==> src/rtl/seq_alu_pkg.sv <==
// rtl/seq_alu_pkg.sv - shared op/state encodings and 7-segment patterns for seq_alu_seg
package seq_alu_pkg;

   typedef enum logic [2:0] {
      OP_ADD = 3'b000,
      OP_SUB = 3'b001,
      OP_AND = 3'b010,
      OP_OR  = 3'b011,
      OP_XOR = 3'b100,
      OP_MUL = 3'b101,
      OP_SLT = 3'b110,
      OP_NEG = 3'b111
   } op_t;

   typedef enum logic [1:0] {
      ST_IDLE,
      ST_EXEC,
      ST_MUL,
      ST_DONE
   } state_t;

   localparam logic [7:0] NUM_0 = 8'h3F;
   localparam logic [7:0] NUM_1 = 8'h06;
   localparam logic [7:0] NUM_2 = 8'h5B;
   localparam logic [7:0] NUM_3 = 8'h4F;
   localparam logic [7:0] NUM_4 = 8'h66;
   localparam logic [7:0] NUM_5 = 8'h6D;
   localparam logic [7:0] NUM_6 = 8'h7D;
   localparam logic [7:0] NUM_7 = 8'h07;
   localparam logic [7:0] NUM_8 = 8'h7F;
   localparam logic [7:0] NUM_9 = 8'h6F;
   localparam logic [7:0] DOT   = 8'h80;
   localparam logic [7:0] DASH  = 8'h40;

   function automatic logic [7:0] num_seg(input logic [3:0] d);
      case (d)
         4'd0:    return NUM_0;
         4'd1:    return NUM_1;
         4'd2:    return NUM_2;
         4'd3:    return NUM_3;
         4'd4:    return NUM_4;
         4'd5:    return NUM_5;
         4'd6:    return NUM_6;
         4'd7:    return NUM_7;
         4'd8:    return NUM_8;
         4'd9:    return NUM_9;
         default: return DASH;
      endcase
   endfunction

endpackage

==> src/rtl/seq_alu_seg_if.sv <==
// rtl/seq_alu_seg_if.sv - request/result bundle between switch inputs and the ALU
interface seq_alu_seg_if #(
   parameter int NBITS_OPERAND = 4,
   parameter int NBITS_RESULT  = 2*NBITS_OPERAND
);
   logic                     start;
   logic [2:0]               op;
   logic [NBITS_OPERAND-1:0] a;
   logic [NBITS_OPERAND-1:0] b;
   logic                     busy;
   logic                     done;
   logic [NBITS_RESULT-1:0]  result;
   logic                     overflow;
   logic                     zero;
   logic [7:0]               seg;

   modport master (output start, op, a, b,
                   input  busy, done, result, overflow, zero, seg);
   modport slave  (input  start, op, a, b,
                   output busy, done, result, overflow, zero, seg);
endinterface

==> src/rtl/seq_alu_seg_dec.sv <==
// rtl/seq_alu_seg_dec.sv - signed value to 7-segment pattern, DOT marks a negative digit
module seg7_signed_decoder
   import seq_alu_pkg::*;
#(
   parameter int NBITS_RESULT = 8
) (
   input  logic [NBITS_RESULT-1:0] value,
   output logic [7:0]              seg
);
   logic [NBITS_RESULT-1:0] mag;

   always_comb begin
      mag = value[NBITS_RESULT-1] ? ('0 - value) : value;
      seg = DASH;
      if (mag <= NBITS_RESULT'(9)) begin
         seg = num_seg(mag[3:0]) | (value[NBITS_RESULT-1] ? DOT : 8'h00);
      end
   end
endmodule

==> src/rtl/seq_alu_seg.sv <==
// rtl/seq_alu_seg.sv - registered signed ALU with start/done handshake and 7-segment output
module seq_alu_seg
   import seq_alu_pkg::*;
#(
   parameter int NBITS_OPERAND = 4,
   parameter int NBITS_RESULT  = 2*NBITS_OPERAND,
   parameter int NBITS_CNT     = $clog2(NBITS_OPERAND+1)
) (
   input logic         clk_2,
   input logic         reset,
   seq_alu_seg_if.slave bus
);
   localparam int N  = NBITS_OPERAND;
   localparam int NR = NBITS_RESULT;

   state_t         state_q, state_d;
   op_t            op_q, op_d;
   logic [N-1:0]   a_q, a_d, b_q, b_d;
   logic           sign_q, sign_d;
   logic [NR-1:0]  acc_q, acc_d, mcand_q, mcand_d;
   logic [N-1:0]   mplier_q, mplier_d;
   logic [NBITS_CNT-1:0] cnt_q, cnt_d;
   logic [NR-1:0]  result_q, result_d;
   logic           ovf_q, ovf_d, zero_q, zero_d;
   logic [7:0]     seg_q, seg_d;

   logic [NR-1:0]  a_ext, b_ext, exec_res, acc_step, prod, wr_val;
   logic [N-1:0]   lres, abs_a, abs_b;
   logic [N:0]     hi_bits;
   logic           exec_ovf;
   logic [7:0]     seg_val;

   // Result datapath: single-cycle ops and the final multiplier step
   always_comb begin
      a_ext    = {{(NR-N){a_q[N-1]}}, a_q};
      b_ext    = {{(NR-N){b_q[N-1]}}, b_q};
      lres     = '0;
      exec_res = '0;
      case (op_q)
         OP_ADD: exec_res = a_ext + b_ext;
         OP_SUB: exec_res = a_ext - b_ext;
         OP_AND: begin lres = a_q & b_q; exec_res = {{(NR-N){lres[N-1]}}, lres}; end
         OP_OR:  begin lres = a_q | b_q; exec_res = {{(NR-N){lres[N-1]}}, lres}; end
         OP_XOR: begin lres = a_q ^ b_q; exec_res = {{(NR-N){lres[N-1]}}, lres}; end
         OP_SLT: exec_res = {{(NR-1){1'b0}}, ($signed(a_q) < $signed(b_q))};
         OP_NEG: exec_res = '0 - a_ext;
         default: exec_res = '0;
      endcase
      hi_bits  = exec_res[NR-1:N-1];
      exec_ovf = (op_q == OP_ADD || op_q == OP_SUB || op_q == OP_NEG) &&
                 (|hi_bits) && !(&hi_bits);
      acc_step = mplier_q[0] ? (acc_q + mcand_q) : acc_q;
      prod     = sign_q ? ('0 - acc_step) : acc_step;
      wr_val   = (state_q == ST_MUL) ? prod : exec_res;
   end

   seg7_signed_decoder #(.NBITS_RESULT(NR)) u_dec (
      .value (wr_val),
      .seg   (seg_val)
   );

   always_comb begin
      state_d  = state_q;
      op_d     = op_q;
      a_d      = a_q;
      b_d      = b_q;
      sign_d   = sign_q;
      acc_d    = acc_q;
      mcand_d  = mcand_q;
      mplier_d = mplier_q;
      cnt_d    = cnt_q;
      result_d = result_q;
      ovf_d    = ovf_q;
      zero_d   = zero_q;
      seg_d    = seg_q;
      abs_a    = bus.a[N-1] ? ('0 - bus.a) : bus.a;
      abs_b    = bus.b[N-1] ? ('0 - bus.b) : bus.b;
      case (state_q)
         ST_IDLE, ST_DONE: begin
            state_d = ST_IDLE;
            if (bus.start) begin
               op_d     = op_t'(bus.op);
               a_d      = bus.a;
               b_d      = bus.b;
               sign_d   = bus.a[N-1] ^ bus.b[N-1];
               acc_d    = '0;
               mcand_d  = {{(NR-N){1'b0}}, abs_a};
               mplier_d = abs_b;
               cnt_d    = '0;
               state_d  = (op_t'(bus.op) == OP_MUL) ? ST_MUL : ST_EXEC;
            end
         end
         ST_EXEC: begin
            result_d = wr_val;
            ovf_d    = exec_ovf;
            zero_d   = (wr_val == '0);
            seg_d    = seg_val;
            state_d  = ST_DONE;
         end
         ST_MUL: begin
            acc_d    = acc_step;
            mcand_d  = mcand_q << 1;
            mplier_d = mplier_q >> 1;
            cnt_d    = cnt_q + NBITS_CNT'(1);
            if (cnt_q == NBITS_CNT'(N-1)) begin
               result_d = wr_val;
               ovf_d    = 1'b0;
               zero_d   = (wr_val == '0);
               seg_d    = seg_val;
               state_d  = ST_DONE;
            end
         end
         default: state_d = ST_IDLE;
      endcase
   end

   always_ff @(posedge clk_2 or posedge reset) begin
      if (reset) begin
         state_q  <= ST_IDLE;
         op_q     <= OP_ADD;
         a_q      <= '0;
         b_q      <= '0;
         sign_q   <= 1'b0;
         acc_q    <= '0;
         mcand_q  <= '0;
         mplier_q <= '0;
         cnt_q    <= '0;
         result_q <= '0;
         ovf_q    <= 1'b0;
         zero_q   <= 1'b1;
         seg_q    <= NUM_0;
      end else begin
         state_q  <= state_d;
         op_q     <= op_d;
         a_q      <= a_d;
         b_q      <= b_d;
         sign_q   <= sign_d;
         acc_q    <= acc_d;
         mcand_q  <= mcand_d;
         mplier_q <= mplier_d;
         cnt_q    <= cnt_d;
         result_q <= result_d;
         ovf_q    <= ovf_d;
         zero_q   <= zero_d;
         seg_q    <= seg_d;
      end
   end

   assign bus.busy     = (state_q == ST_EXEC) || (state_q == ST_MUL);
   assign bus.done     = (state_q == ST_DONE);
   assign bus.result   = result_q;
   assign bus.overflow = ovf_q;
   assign bus.zero     = zero_q;
   assign bus.seg      = seg_q;
endmodule

==> src/flat_wrapper.sv <==
// flat-port wrapper written by rule: the top's interface ports become plain ports
module seq_alu_seg_flat import seq_alu_pkg::*;
#(
   parameter int NBITS_OPERAND = 4,
   parameter int NBITS_RESULT  = 2*NBITS_OPERAND,
   parameter int NBITS_CNT     = $clog2(NBITS_OPERAND+1)
)
  (clk_2, reset, bus_start, bus_op, bus_a, bus_b, bus_busy, bus_done, bus_result, bus_overflow, bus_zero, bus_seg);
  seq_alu_seg_if #(.NBITS_OPERAND(NBITS_OPERAND), .NBITS_RESULT(NBITS_RESULT)) bus_i ();
  input logic clk_2;
  input logic reset;
  input wire logic [$bits(bus_i.start)-1:0] bus_start;
  input wire logic [$bits(bus_i.op)-1:0] bus_op;
  input wire logic [$bits(bus_i.a)-1:0] bus_a;
  input wire logic [$bits(bus_i.b)-1:0] bus_b;
  output wire logic [$bits(bus_i.busy)-1:0] bus_busy;
  output wire logic [$bits(bus_i.done)-1:0] bus_done;
  output wire logic [$bits(bus_i.result)-1:0] bus_result;
  output wire logic [$bits(bus_i.overflow)-1:0] bus_overflow;
  output wire logic [$bits(bus_i.zero)-1:0] bus_zero;
  output wire logic [$bits(bus_i.seg)-1:0] bus_seg;
  assign bus_i.start = bus_start;
  assign bus_i.op = bus_op;
  assign bus_i.a = bus_a;
  assign bus_i.b = bus_b;
  assign bus_busy = bus_i.busy;
  assign bus_done = bus_i.done;
  assign bus_result = bus_i.result;
  assign bus_overflow = bus_i.overflow;
  assign bus_zero = bus_i.zero;
  assign bus_seg = bus_i.seg;
  seq_alu_seg #(.NBITS_OPERAND(NBITS_OPERAND), .NBITS_RESULT(NBITS_RESULT), .NBITS_CNT(NBITS_CNT)) u_core (.clk_2(clk_2), .reset(reset), .bus(bus_i));
endmodule
==> config.mk <==
export PLATFORM = sky130hd
export DESIGN_NAME = seq_alu_seg_flat
export DESIGN_NICKNAME = d
export VERILOG_FILES = /design/src/rtl/seq_alu_pkg.sv /design/src/rtl/seq_alu_seg_if.sv /design/src/rtl/seq_alu_seg_dec.sv /design/src/rtl/seq_alu_seg.sv /design/src/flat_wrapper.sv
export SDC_FILE = /design/constraint.sdc
export NUM_CORES = 1
export LEC_CHECK = 0
export CAP_MARGIN = 20
export CORE_AREA = 2 2 97 90
export CTS_CLUSTER_SIZE = 40
export DETAILED_ROUTE_END_ITERATION = 8
export DIE_AREA = 0 0 99 92
export GPL_TIMING_DRIVEN = 0
export MAX_ROUTING_LAYER = met4
export PLACE_DENSITY = 0.77
export SLEW_MARGIN = 20
export SYNTH_ARGS = -nofsm -noshare
export SYNTH_HDL_FRONTEND = slang
export SYNTH_SLANG_ARGS = --single-unit
==> constraint.sdc <==
create_clock -name clk_2 -period 3.99 [get_ports clk_2]
set_input_delay 0.798 -clock clk_2 [delete_from_list [all_inputs] [get_ports clk_2]]
set_output_delay 0.798 -clock clk_2 [all_outputs]
set_load 0.01 [all_outputs]
==> impl_results.md, run 1 <==
- Die area: between 9000 and 10,000 um^2
- Setup TNS: 0 ps
- Clk slew on worst S/H paths: 110 ps
- RePlAce Congestion: 0.907
- Startpoint types: flip-flop
- CTS Buf Count: 5
- Fmax: about 0.27 GHz
- Slew @ Worst Pin: 935 ps
- Final clock skew: 4.72 ps
- Top post-synthesis cells by area: dfrtp_1 (28%), ha_1 (9.8%), nand2_1 (5.1%)
- Netlist cell types: 77
- Most frequent cells in the layout: nand2_1 (58), dfrtp_1 (47), inv_1 (33), o21ai_0 (33), clkdlybuf4s50_1 (33)
- WP data arrival: 4040 ps
- 1st-iter DRT viols: between 150 and 200
- Async SR Flop Fraction: 100%
- Rel. slew slack: between 30% and 40%
- Largest net degree at the start of global routing: 56
- Hpwl dp: 7760 um
- # setup viols final: 0
- FF-to-FF Start: u_core.acc_q[1]
- Final #Nets: 589
- Syn Area/Cell: 8.68 um^2
- Total core area: 8210 um^2
- Clk_lat worst skew: 320 ps
- Area grow syn2layout: 18.0%
- Post-route minimum period: 3770 ps
- Initial antenna violation count: 0
- Total wire length: 10,700 um
- Setup slack, reg-to-reg: 220 ps
- Crit end category: flip-flop
- Chip width: 99 um
- DR pass1 iterations: 5
- Final hold vios: 0
- Crit path from: u_core.acc_q[1]
- Total global-route track usage: ~25%
- DRC: 0
- RSZ-0062 raised after global routing: no
- Status: complete, no violations
- Predominant post-synthesis flop cell: dfrtp_1
- Worst hold start: u_core.bus.seg[4]
- Final ANT Viol Nets: 0
- Worst Path Required: 4250 ps
- Slew Viols, Final: 0
- PortBufs: 33
- Synth area leader: dfrtp_1
- Mapped cell area: between 4000 and 5000 um^2
- Net count after synthesis: about 540
- Worst min-delay path class: reg -> reg
- Clock sinks: 55
- Gate Count Post-Synth: 488
- Commonest non-fill, non-tap cell in the layout: nand2_1
- Die Span Y: 92 um
- Yosys warnings: 0
- Register area share after synthesis: 32.7%
- Gr ovfl total: 0
- IO Pins: 34
- # diodes: 0
- Clk buf depth: 2
- Row Count: 32
- TritonCTS clock tree: done
- Layout cells sized above 1: ~14%
- Routed via count: 3,852
- # fillers: approximately 730
- Period utilisation layout: 94.5%
- Clock H-tree levels: 2
- Vias per inst: 6.00
- Crit-path max FO: 9
- Critical path class: reg -> reg
- Vias in the first global route: 3,804
- EDFF count, synth: 0
- Drt wl/cell: roughly 17 um
- Post-synth top area share: 28.4%
- Layout Cells excl Fill: between 600 and 700
- Max cap viols: 0
- Placed cells: 623
- Initial Utilization: roughly half
- CTS root buf: clkbuf_8
- Yosys reg bits: 55
- First-pass GRT wire length: 18,500 um
[path summary, 6_finish.rpt]
kind,to,cells past startpoint
setup / recovery,u_core.bus.seg[0],14
hold / removal,u_core.bus.seg[4],2
setup reg to reg,u_core.bus.seg[0],14
hold reg to reg,u_core.bus.seg[4],2
max in group asynchronous,u_core.a_q[3],2
min in group asynchronous,u_core.bus.result[7],2
[per-layer routing]
| layer | track usage (%) | vias to the layer above | part of all wire [%] |
|---|---|---|---|
| li1 | - | 1870 | - |
| met1 | 33.8 | 1863 | 46 |
| met2 | 40.0 | 99 | 48 |
| met3 | 3.96 | 20 | 4.1 |
| met4 | 7.08 | 0 | 1.8 |
| met5 | - | - | 0 |
[cells in the mapped netlist, types with 4 or more instances]
library cell,n
ha_1,33
nand2b_1,6
nor2b_1,9
dfstp_2,7
inv_1,34
o21ai_0,33
mux2i_1,8
o21a_1,6
dfrtp_1,48
o2111ai_1,4
nor2_1,33
o31ai_1,9
a22o_1,5
o21ai_1,4
xnor2_1,7
a21boi_0,4
nand3_1,8
o211ai_1,6
buf_2,4
nand2_1,58
a31oi_1,10
clkbuf_1,20
xor2_1,7
a21oi_1,22
nor3_1,10
nand3b_1,5
a21o_1,6
mux2_2,8
nor3b_1,4
[timing repair]
item                       in CTS  in global routing
setup buffers                   3                 10
pin swaps                       2                 11
resized for setup               5                 23
hold buffers                    0                  0
setup endpoints to repair       5                  8
[sequential cells by signal (all words and copies together), names as in the netlist]
register,count
u_core.mplier_q,4
u_core.bus.seg,8
u_core.bus.zero,1
u_core.mcand_q,8
u_core.b_q,4
u_core.acc_q,8
u_core.a_q,4
u_core.sign_q,1
u_core.bus.result,8
u_core.cnt_q,3
u_core.op_q,3
u_core.state_q,2
u_core.bus.overflow,1
[final cells by class]
type / count / area (um^2) / share of cell area (%)
flip-flops and latches: 55 / 1390 / 27.7
well taps: 102 / 128 / 2.55
repair buffers: 46 / 428 / 8.56
clock buffers: 6 / 72.6 / 1.45
plain buffers: 23 / 100 / 2.00
clock inverters: 2 / 16.3 / 0.325
inverters: 35 / 134 / 2.68
multi-input cells: 373 / 2730 / 54.7
[stage by stage]
stage / area [um^2] / setup WS [ps] / util [%] / hold WS (ps)
2_1_floorplan: 4230 / 243 / - / 449
6_report: 5000 / 218 / 60.9 / 469
3_3_place_gp: 4690 / -73.6 / 57.2 / 455
4_1_cts: 4830 / 7.73 / 58.8 / 473
3_5_place_dp: 4690 / -172 / 57.2 / 457
5_1_grt: 5000 / 29.1 / 60.9 / 513
[critical path, stage by stage, from the launching register on]
cell      delay, ps
dfrtp_1         430
ha_4            270
a211oi_4        290
nor3_2          100
or4_4           540
a21o_1          190
a2111o_1        380
and4_4          200
buf_6           140
mux2i_1         140
ha_2            230
o211ai_1        230
a21oi_2          80
o31a_4          310
a22o_1          190
[cells by family (layout without fill, tap and decap cells)]
group                    count (synthesis)  count (layout)  share of synthesized area, %
AO/OA/AOI/OAI                          142             142                          23.4
XOR/XNOR                                15              15                          3.28
adder cells (fa/ha/maj)                 36              36                          11.2
buffers and inverters                   60             112                          5.61
flip-flops                              55              55                          32.7
multiplexers                            16              16                          4.02
AND/OR/NAND/NOR                        164             164                          19.8
Power of run 1 is not shown: default switching activity piles up to over one toggle a cycle in this logic, so the estimate is an artifact.
==> inputs of run 2 (changes only) <==
--- a/config.mk
+++ b/config.mk
@@ -7,13 +7,14 @@
 export LEC_CHECK = 0
 export CAP_MARGIN = 20
 export CORE_AREA = 2 2 97 90
-export CTS_CLUSTER_SIZE = 40
+export CTS_CLUSTER_DIAMETER = 80
+export CTS_CLUSTER_SIZE = 16
 export DETAILED_ROUTE_END_ITERATION = 8
 export DIE_AREA = 0 0 99 92
 export GPL_TIMING_DRIVEN = 0
 export MAX_ROUTING_LAYER = met4
 export PLACE_DENSITY = 0.77
-export SLEW_MARGIN = 20
+export SLEW_MARGIN = 0
 export SYNTH_ARGS = -nofsm -noshare
 export SYNTH_HDL_FRONTEND = slang
 export SYNTH_SLANG_ARGS = --single-unit
==> run 2 against run 1 <==
First-iteration DRC count increased by 34%; hold slack got worse by 1.8 ps; clock skew decreased by 2.2 ps; die area unchanged; critical path type unchanged; final cell count decreased by 0.47%; count of clock-buffer cells in the layout unchanged; maximum frequency decreased by 2.9%; register-to-register slack got worse by 110 ps; global-route usage decreased by 0.16 points; via count increased by 0.75%.
==> impl_results.md, run 2 (synthesis results as in run 1) <==
- Rel. slew slack: 36.0% (was 37.0%)
- Drt wl/cell: 17.1 um (was 16.7 um)
- Post-route minimum period: 3890 ps (was 3770 ps)
- Startpoint types: flip-flop (unchanged)
- CP max stage cell: or4_4 (unchanged)
- Crit-path max FO: 9 (unchanged)
- PortBufs: 33 (unchanged)
- Gr ovfl total: 0 (unchanged)
- WP buf/inv: 1 (unchanged)
- Initial antenna violation count: 0 (unchanged)
- First-pass GRT wire length: 18,300 um (was 18,500 um)
- Area grow syn2layout: 18.0% (about the same)
- Die Span Y: 92 um (unchanged)
- Final clock skew: 2.47 ps (was 4.72 ps)
- # diodes: 0 (unchanged)
- FF-to-FF Start: u_core.mcand_q[1] (was u_core.acc_q[1])
- TritonCTS clock tree: done (unchanged)
- Crit-path cells: ha_4 -> a211oi_4 -> nor3_1 -> or4_4 -> a21o_1 -> a2111o_1 -> and4_4 -> buf_6 -> mux2i_1 -> ha_2 -> o211ai_1 -> a21oi_2 -> o31a_4 -> a22o_1 (was ha_4 -> a211oi_4 -> nor3_2 -> or4_4 -> a21o_1 -> a2111o_1 -> and4_4 -> buf_6 -> mux2i_1 -> ha_2 -> o211ai_1 -> a21oi_2 -> o31a_4 -> a22o_1)
- Vias in the first global route: 3,721 (was 3,804)
- Max cap viols: 0 (unchanged)
- Die area: 9110 um^2 (unchanged)
- Slew Viols, Final: 0 (unchanged)
- Total global-route track usage: 25.1% (was 25.2%)
- Clock H-tree levels: 2 (unchanged)
- Layout cells sized above 1: 14.0% (was 14.4%)
- RePlAce Congestion: 0.907 (unchanged)
- Final ANT Viol Nets: 0 (unchanged)
- CP delay by family, top: compound AO/OA/AOI/OAI gates (unchanged)
- Commonest non-fill, non-tap cell in the layout: nand2_1 (unchanged)
- Setup slack, reg-to-reg: 100 ps (was 220 ps)
- 1st-iter DRT viols: 223 (was 166)
- Clk buf depth: 2 (unchanged)
- Most frequent cells in the layout: nand2_1 (58), dfrtp_1 (46), inv_1 (33), o21ai_0 (33), clkdlybuf4s50_1 (33) (was nand2_1 (58), dfrtp_1 (47), inv_1 (33), o21ai_0 (33), clkdlybuf4s50_1 (33))
- Hold_buf cts: 0 (unchanged)
- CTS Buf Count: 5 (unchanged)
- Worst min-delay path class: reg -> reg (unchanged)
- IO Pins: 34 (unchanged)
- Crit end category: flip-flop (unchanged)
- Total core area: 8210 um^2 (unchanged)
- FF-to-FF End: u_core.bus.seg[0] (unchanged)
- Final hold vios: 0 (unchanged)
- # fillers: 729 (was 725)
- Hold depth: 2 (unchanged)
- Routed via count: 3,881 (was 3,852)
- Reg2Reg Depth: 14 (unchanged)
- Clock sinks: 55 (unchanged)
- Worst Path Required: 4250 ps (about the same)
- Final #Nets: 586 (was 589)
- Vias per inst: 6.07 (was 6.00)
- Critical path class: reg -> reg (unchanged)
- Period utilisation layout: 97.4% (was 94.5%)
- Total wire length: 10,900 um (was 10,700 um)
- Clk slew on worst S/H paths: 110 ps (about the same)
- Initial Utilization: 51.6% (unchanged)
- Slew @ Worst Pin: 949 ps (was 935 ps)
- Worst hold start: u_core.bus.seg[4] (unchanged)
- Slowest Stage Delay on Critical Path: 550 ps (was 540 ps)
- Fmax: 0.257 GHz (was 0.265 GHz)
- Chip width: 99 um (unchanged)
- CTS root buf: clkbuf_8 (unchanged)
- DR pass1 iterations: 4 (was 5)
- # setup viols final: 0 (unchanged)
- Status: complete, no violations (unchanged)
- Largest net degree at the start of global routing: 34 (was 56)
- WP data arrival: 4150 ps (was 4040 ps)
- Worst Hold End: u_core.bus.seg[4] (unchanged)
- DRC: 0 (unchanged)
- Fin util: 60.9% (about the same)
- Row Count: 32 (unchanged)
- Clk_lat worst skew: 320 ps (about the same)
- Hpwl dp: 7880 um (was 7760 um)
==> run 2: layout make-up <==
type / count / area [um^2] / area share [%]
Multi-Input combinational cell: 373 / 2740 / 54.9
Timing Repair Buffer: 43 / 418 / 8.37
Clock buffer: 6 / 72.6 / 1.45
Inverter: 35 / 131 / 2.63
Clock inverter: 2 / 16.3 / 0.326
Buffer: 23 / 98.8 / 1.98
Tap cell: 102 / 128 / 2.56
Sequential cell: 55 / 1390 / 27.8
==> run 2: how the worst max path moves through the flow <==
stage,to,startpoint,cells after the start
after CTS,u_core.bus.seg[0],u_core.mcand_q[4],14
final,u_core.bus.seg[0],u_core.mcand_q[1],14
after global placement,u_core.bus.seg[5],u_core.a_q[2],14
after detailed placement,u_core.bus.seg[0],u_core.acc_q[0],17
after global routing,u_core.bus.seg[0],u_core.acc_q[0],16
after floorplan,u_core.bus.seg[0],u_core.mcand_q[1],14
==> run 2: per-stage QoR <==
stage               TNS [ps]  worst slack, ps  instances  instance area (um^2)  hold slack (ps)
floorplan                  0              243        488                  4230              449
detailed placement      -697             -143        624                  4710              457
finish                     0              104        639                  4990              467
global route            -165            -39.7        639                  4990              513
global placement        -358            -73.6        623                  4690              455
CTS                        0             9.16        634                  4850              473
==> run 2: worst min-delay path, stage by stage, from the launching register on <==
cell and delay [ps]:
dfstp_2 380, nand2_1 40, o21ai_1 50
==> run 2: per-layer routing <==
metal | wire length, um | track usage, % | up-vias
met1 | 4890 | 33.8 | 1869
met5 | 0 | - | -
met2 | 5330 | 39.6 | 125
met4 | 141 | 6.62 | 0
met3 | 540 | 3.96 | 21
li1 | - | - | 1866
==> run 2: repair_timing <==
action                     CTS  global route
pin swaps                    2             6
gates resized for setup      6            22
setup endpoints to repair    7             8
setup buffers                3             6
Power of run 2 is left out for the same reason.
==> inputs of run 3 (changes only) <==
--- a/config.mk
+++ b/config.mk
@@ -6,11 +6,13 @@
 export NUM_CORES = 1
 export LEC_CHECK = 0
 export CAP_MARGIN = 20
-export CORE_AREA = 2 2 97 90
+export CELL_PAD_IN_SITES_DETAIL_PLACEMENT = 0
+export CELL_PAD_IN_SITES_GLOBAL_PLACEMENT = 1
+export CORE_AREA = 2 2 111 102
 export CTS_CLUSTER_DIAMETER = 80
 export CTS_CLUSTER_SIZE = 16
 export DETAILED_ROUTE_END_ITERATION = 8
-export DIE_AREA = 0 0 99 92
+export DIE_AREA = 0 0 113 104
 export GPL_TIMING_DRIVEN = 0
 export MAX_ROUTING_LAYER = met4
 export PLACE_DENSITY = 0.77
==> run 3 against run 2 <==
The flow now finishes with violations (design-rule violations); count of clock-buffer cells in the layout shrank 1; wire length grew 6.6%; flip-flop and latch count is the same; cell area grew 2.6%; final cell count grew 4.5%; critical path type unchanged; critical endpoint is now u_core.bus.seg[3].
==> impl_results.md, run 3 (synthesis results as in run 1) <==
- PortBufs: 33 (unchanged)
- 1st-iter DRT viols: 287 (was 223)
- Period utilisation layout: 98.2% (was 97.4%)
- Clk_lat worst skew: 300 ps (was 320 ps)
- Die Span Y: 104 um (was 92 um)
- Layout cells sized above 1: 14.4% (was 14.0%)
- Failing checks: design-rule violations
- Initial antenna violation count: 0 (unchanged)
- # diodes: 0 (unchanged)
- Max cap viols: 0 (unchanged)
- Worst Path Required: 4230 ps (was 4250 ps)
- # setup viols final: 0 (unchanged)
- RePlAce Congestion: 0.898 (was 0.907)
- Post-route minimum period: 3920 ps (was 3890 ps)
- Area of placed instances: 4750 um^2 (was 4710 um^2)
- Reg2Reg Depth: 13 (was 14)
- Fmax: 0.255 GHz (was 0.257 GHz)
- Total global-route track usage: 20.4% (was 25.1%)
- Setup slack, reg-to-reg: 70 ps (was 100 ps)
- FF-to-FF End: u_core.bus.seg[3] (was u_core.bus.seg[0])
- IO Pins: 34 (unchanged)
- CTS Buf Count: 5 (unchanged)
- Clk slew on worst S/H paths: 80 ps (was 110 ps)
- Chip width: 113 um (was 99 um)
- Clk buf depth: 2 (unchanged)
- Crit end category: flip-flop (unchanged)
- DR pass1 iterations: 6 (was 4)
- Met3 usage: 3.03% (was 3.96%)
- Row Count: 36 (was 32)
- First-pass GRT wire length: 19,000 um (was 18,300 um)
- Critical path class: reg -> reg (unchanged)
- Commonest non-fill, non-tap cell in the layout: nand2_1 (unchanged)
- Slew @ Worst Pin: 650 ps (was 949 ps)
- Final instance area: 5120 um^2 (was 4990 um^2)
- Total wire length: 11,600 um (was 10,900 um)
- Die area: 11,800 um^2 (was 9110 um^2)
- FF-to-FF Start: u_core.acc_q[1] (was u_core.mcand_q[1])
- Hold depth: 2 (unchanged)
- Drt wl/cell: 17.4 um (was 17.1 um)
- Gr ovfl total: 0 (unchanged)
- Final clock skew: 10.4 ps (was 2.47 ps)
- Final ANT Viol Nets: 0 (unchanged)
- Final #Nets: 584 (was 586)
- WHS: 477 ps (was 467 ps)
- Routed via count: 3,792 (was 3,881)
- Initial Utilization: 39.8% (was 51.6%)
- Final hold vios: 0 (unchanged)
- Most frequent cells in the layout: nand2_1 (58), dfrtp_1 (46), inv_1 (33), o21ai_0 (33), clkdlybuf4s50_1 (33) (unchanged)
- TritonCTS clock tree: done (unchanged)
- Area grow syn2layout: 21.0% (was 18.0%)
- Slew Viols, Final: 0 (unchanged)
- Worst min-delay path class: reg -> reg (unchanged)
- Vias in the first global route: 3,830 (was 3,721)
- DRC: 2 (was 0)
- Total core area: 10,600 um^2 (was 8210 um^2)
- Busiest grt layer: met2 (unchanged)
- Clock H-tree levels: 2 (unchanged)
- CTS root buf: clkbuf_16 (was clkbuf_8)
- Crit-path max FO: 9 (unchanged)
- Worst setup margin: 72.3 ps (was 104 ps)
- Worst hold start: u_core.bus.seg[4] (unchanged)
- Vias per inst: 5.68 (was 6.07)
- Worst slack, placed: -184 ps (was -143 ps)
- Hpwl dp: 8360 um (was 7880 um)
- Worst Hold End: u_core.bus.seg[4] (unchanged)
- WP data arrival: 4150 ps (about the same)
- Status: finished, violations left (was complete, no violations)
- Largest net degree at the start of global routing: 41 (was 34)
- Routing usage on met2: 29.9% (was 39.6%)
- Startpoint types: flip-flop (unchanged)
- GRT met1 Usage: 29.6% (was 33.8%)
- Clock sinks: 55 (unchanged)
- Crit path from: u_core.acc_q[1] (was u_core.mcand_q[1])
- Rel. slew slack: 56.2% (was 36.0%)
[run 3: timing repair]
item | CTS | global route
hold buffers | 0 | 0
endpoints found under the hold margin | 0 | 0
setup buffers | 2 | 6
resized for setup | 7 | 27
endpoints found under the setup margin | 7 | 8
pin swaps | 2 | 14
[run 3: critical path, stage by stage (launching register included)]
cell and delay [ps]:
dfrtp_1 420, ha_1 330, a211oi_2 320, nor3_2 110, or4_4 460, a21o_1 190
a2111o_1 400, and4_4 260, mux2i_4 200, ha_2 220, buf_4 140, and4b_1 210
o31a_4 370, a22o_1 210
[run 3: per-stage QoR]
stage | cells | util (%) | TNS (ps)
after floorplan | 488 | - | 0
after global placement | 654 | 44.5 | -380
after detailed placement | 655 | 44.7 | -873
after CTS | 663 | 46.7 | 0
after global routing | 668 | 48.2 | -27.7
final | 668 | 48.2 | 0
[run 3: how the worst max path moves through the flow]
| stage | end | slack, ps | depth (start not counted) |
|---|---|---|---|
| final | u_core.bus.seg[3] | 70 | 13 |
| after global routing | u_core.bus.seg[3] | -30 | 13 |
| after CTS | u_core.bus.seg[3] | 6 | 14 |
| after detailed placement | u_core.bus.seg[3] | -180 | 17 |
| after global placement | u_core.bus.seg[5] | -70 | 15 |
| after floorplan | u_core.bus.seg[0] | 240 | 14 |
[run 3: cell type report]
cell class	count	area, um^2
Fill cell	1062	5510
Multi-Input combinational cell	373	2770
Sequential cell	55	1390
Timing Repair Buffer	42	410
Tap cell	133	166
Inverter	35	131
Clock buffer	5	125
Buffer	22	88.8
Clock inverter	3	43.8
[run 3: metal layers]
layer  routed length (um)  up-vias  share of wire [%]
met2                 5090       66                 44
met4                  104        0               0.89
met5                    0        -                  0
li1                     -     1843                  -
met1                 6060     1876                 52
met3                  368        7                3.2
Power of run 3 is left out for the same reason.
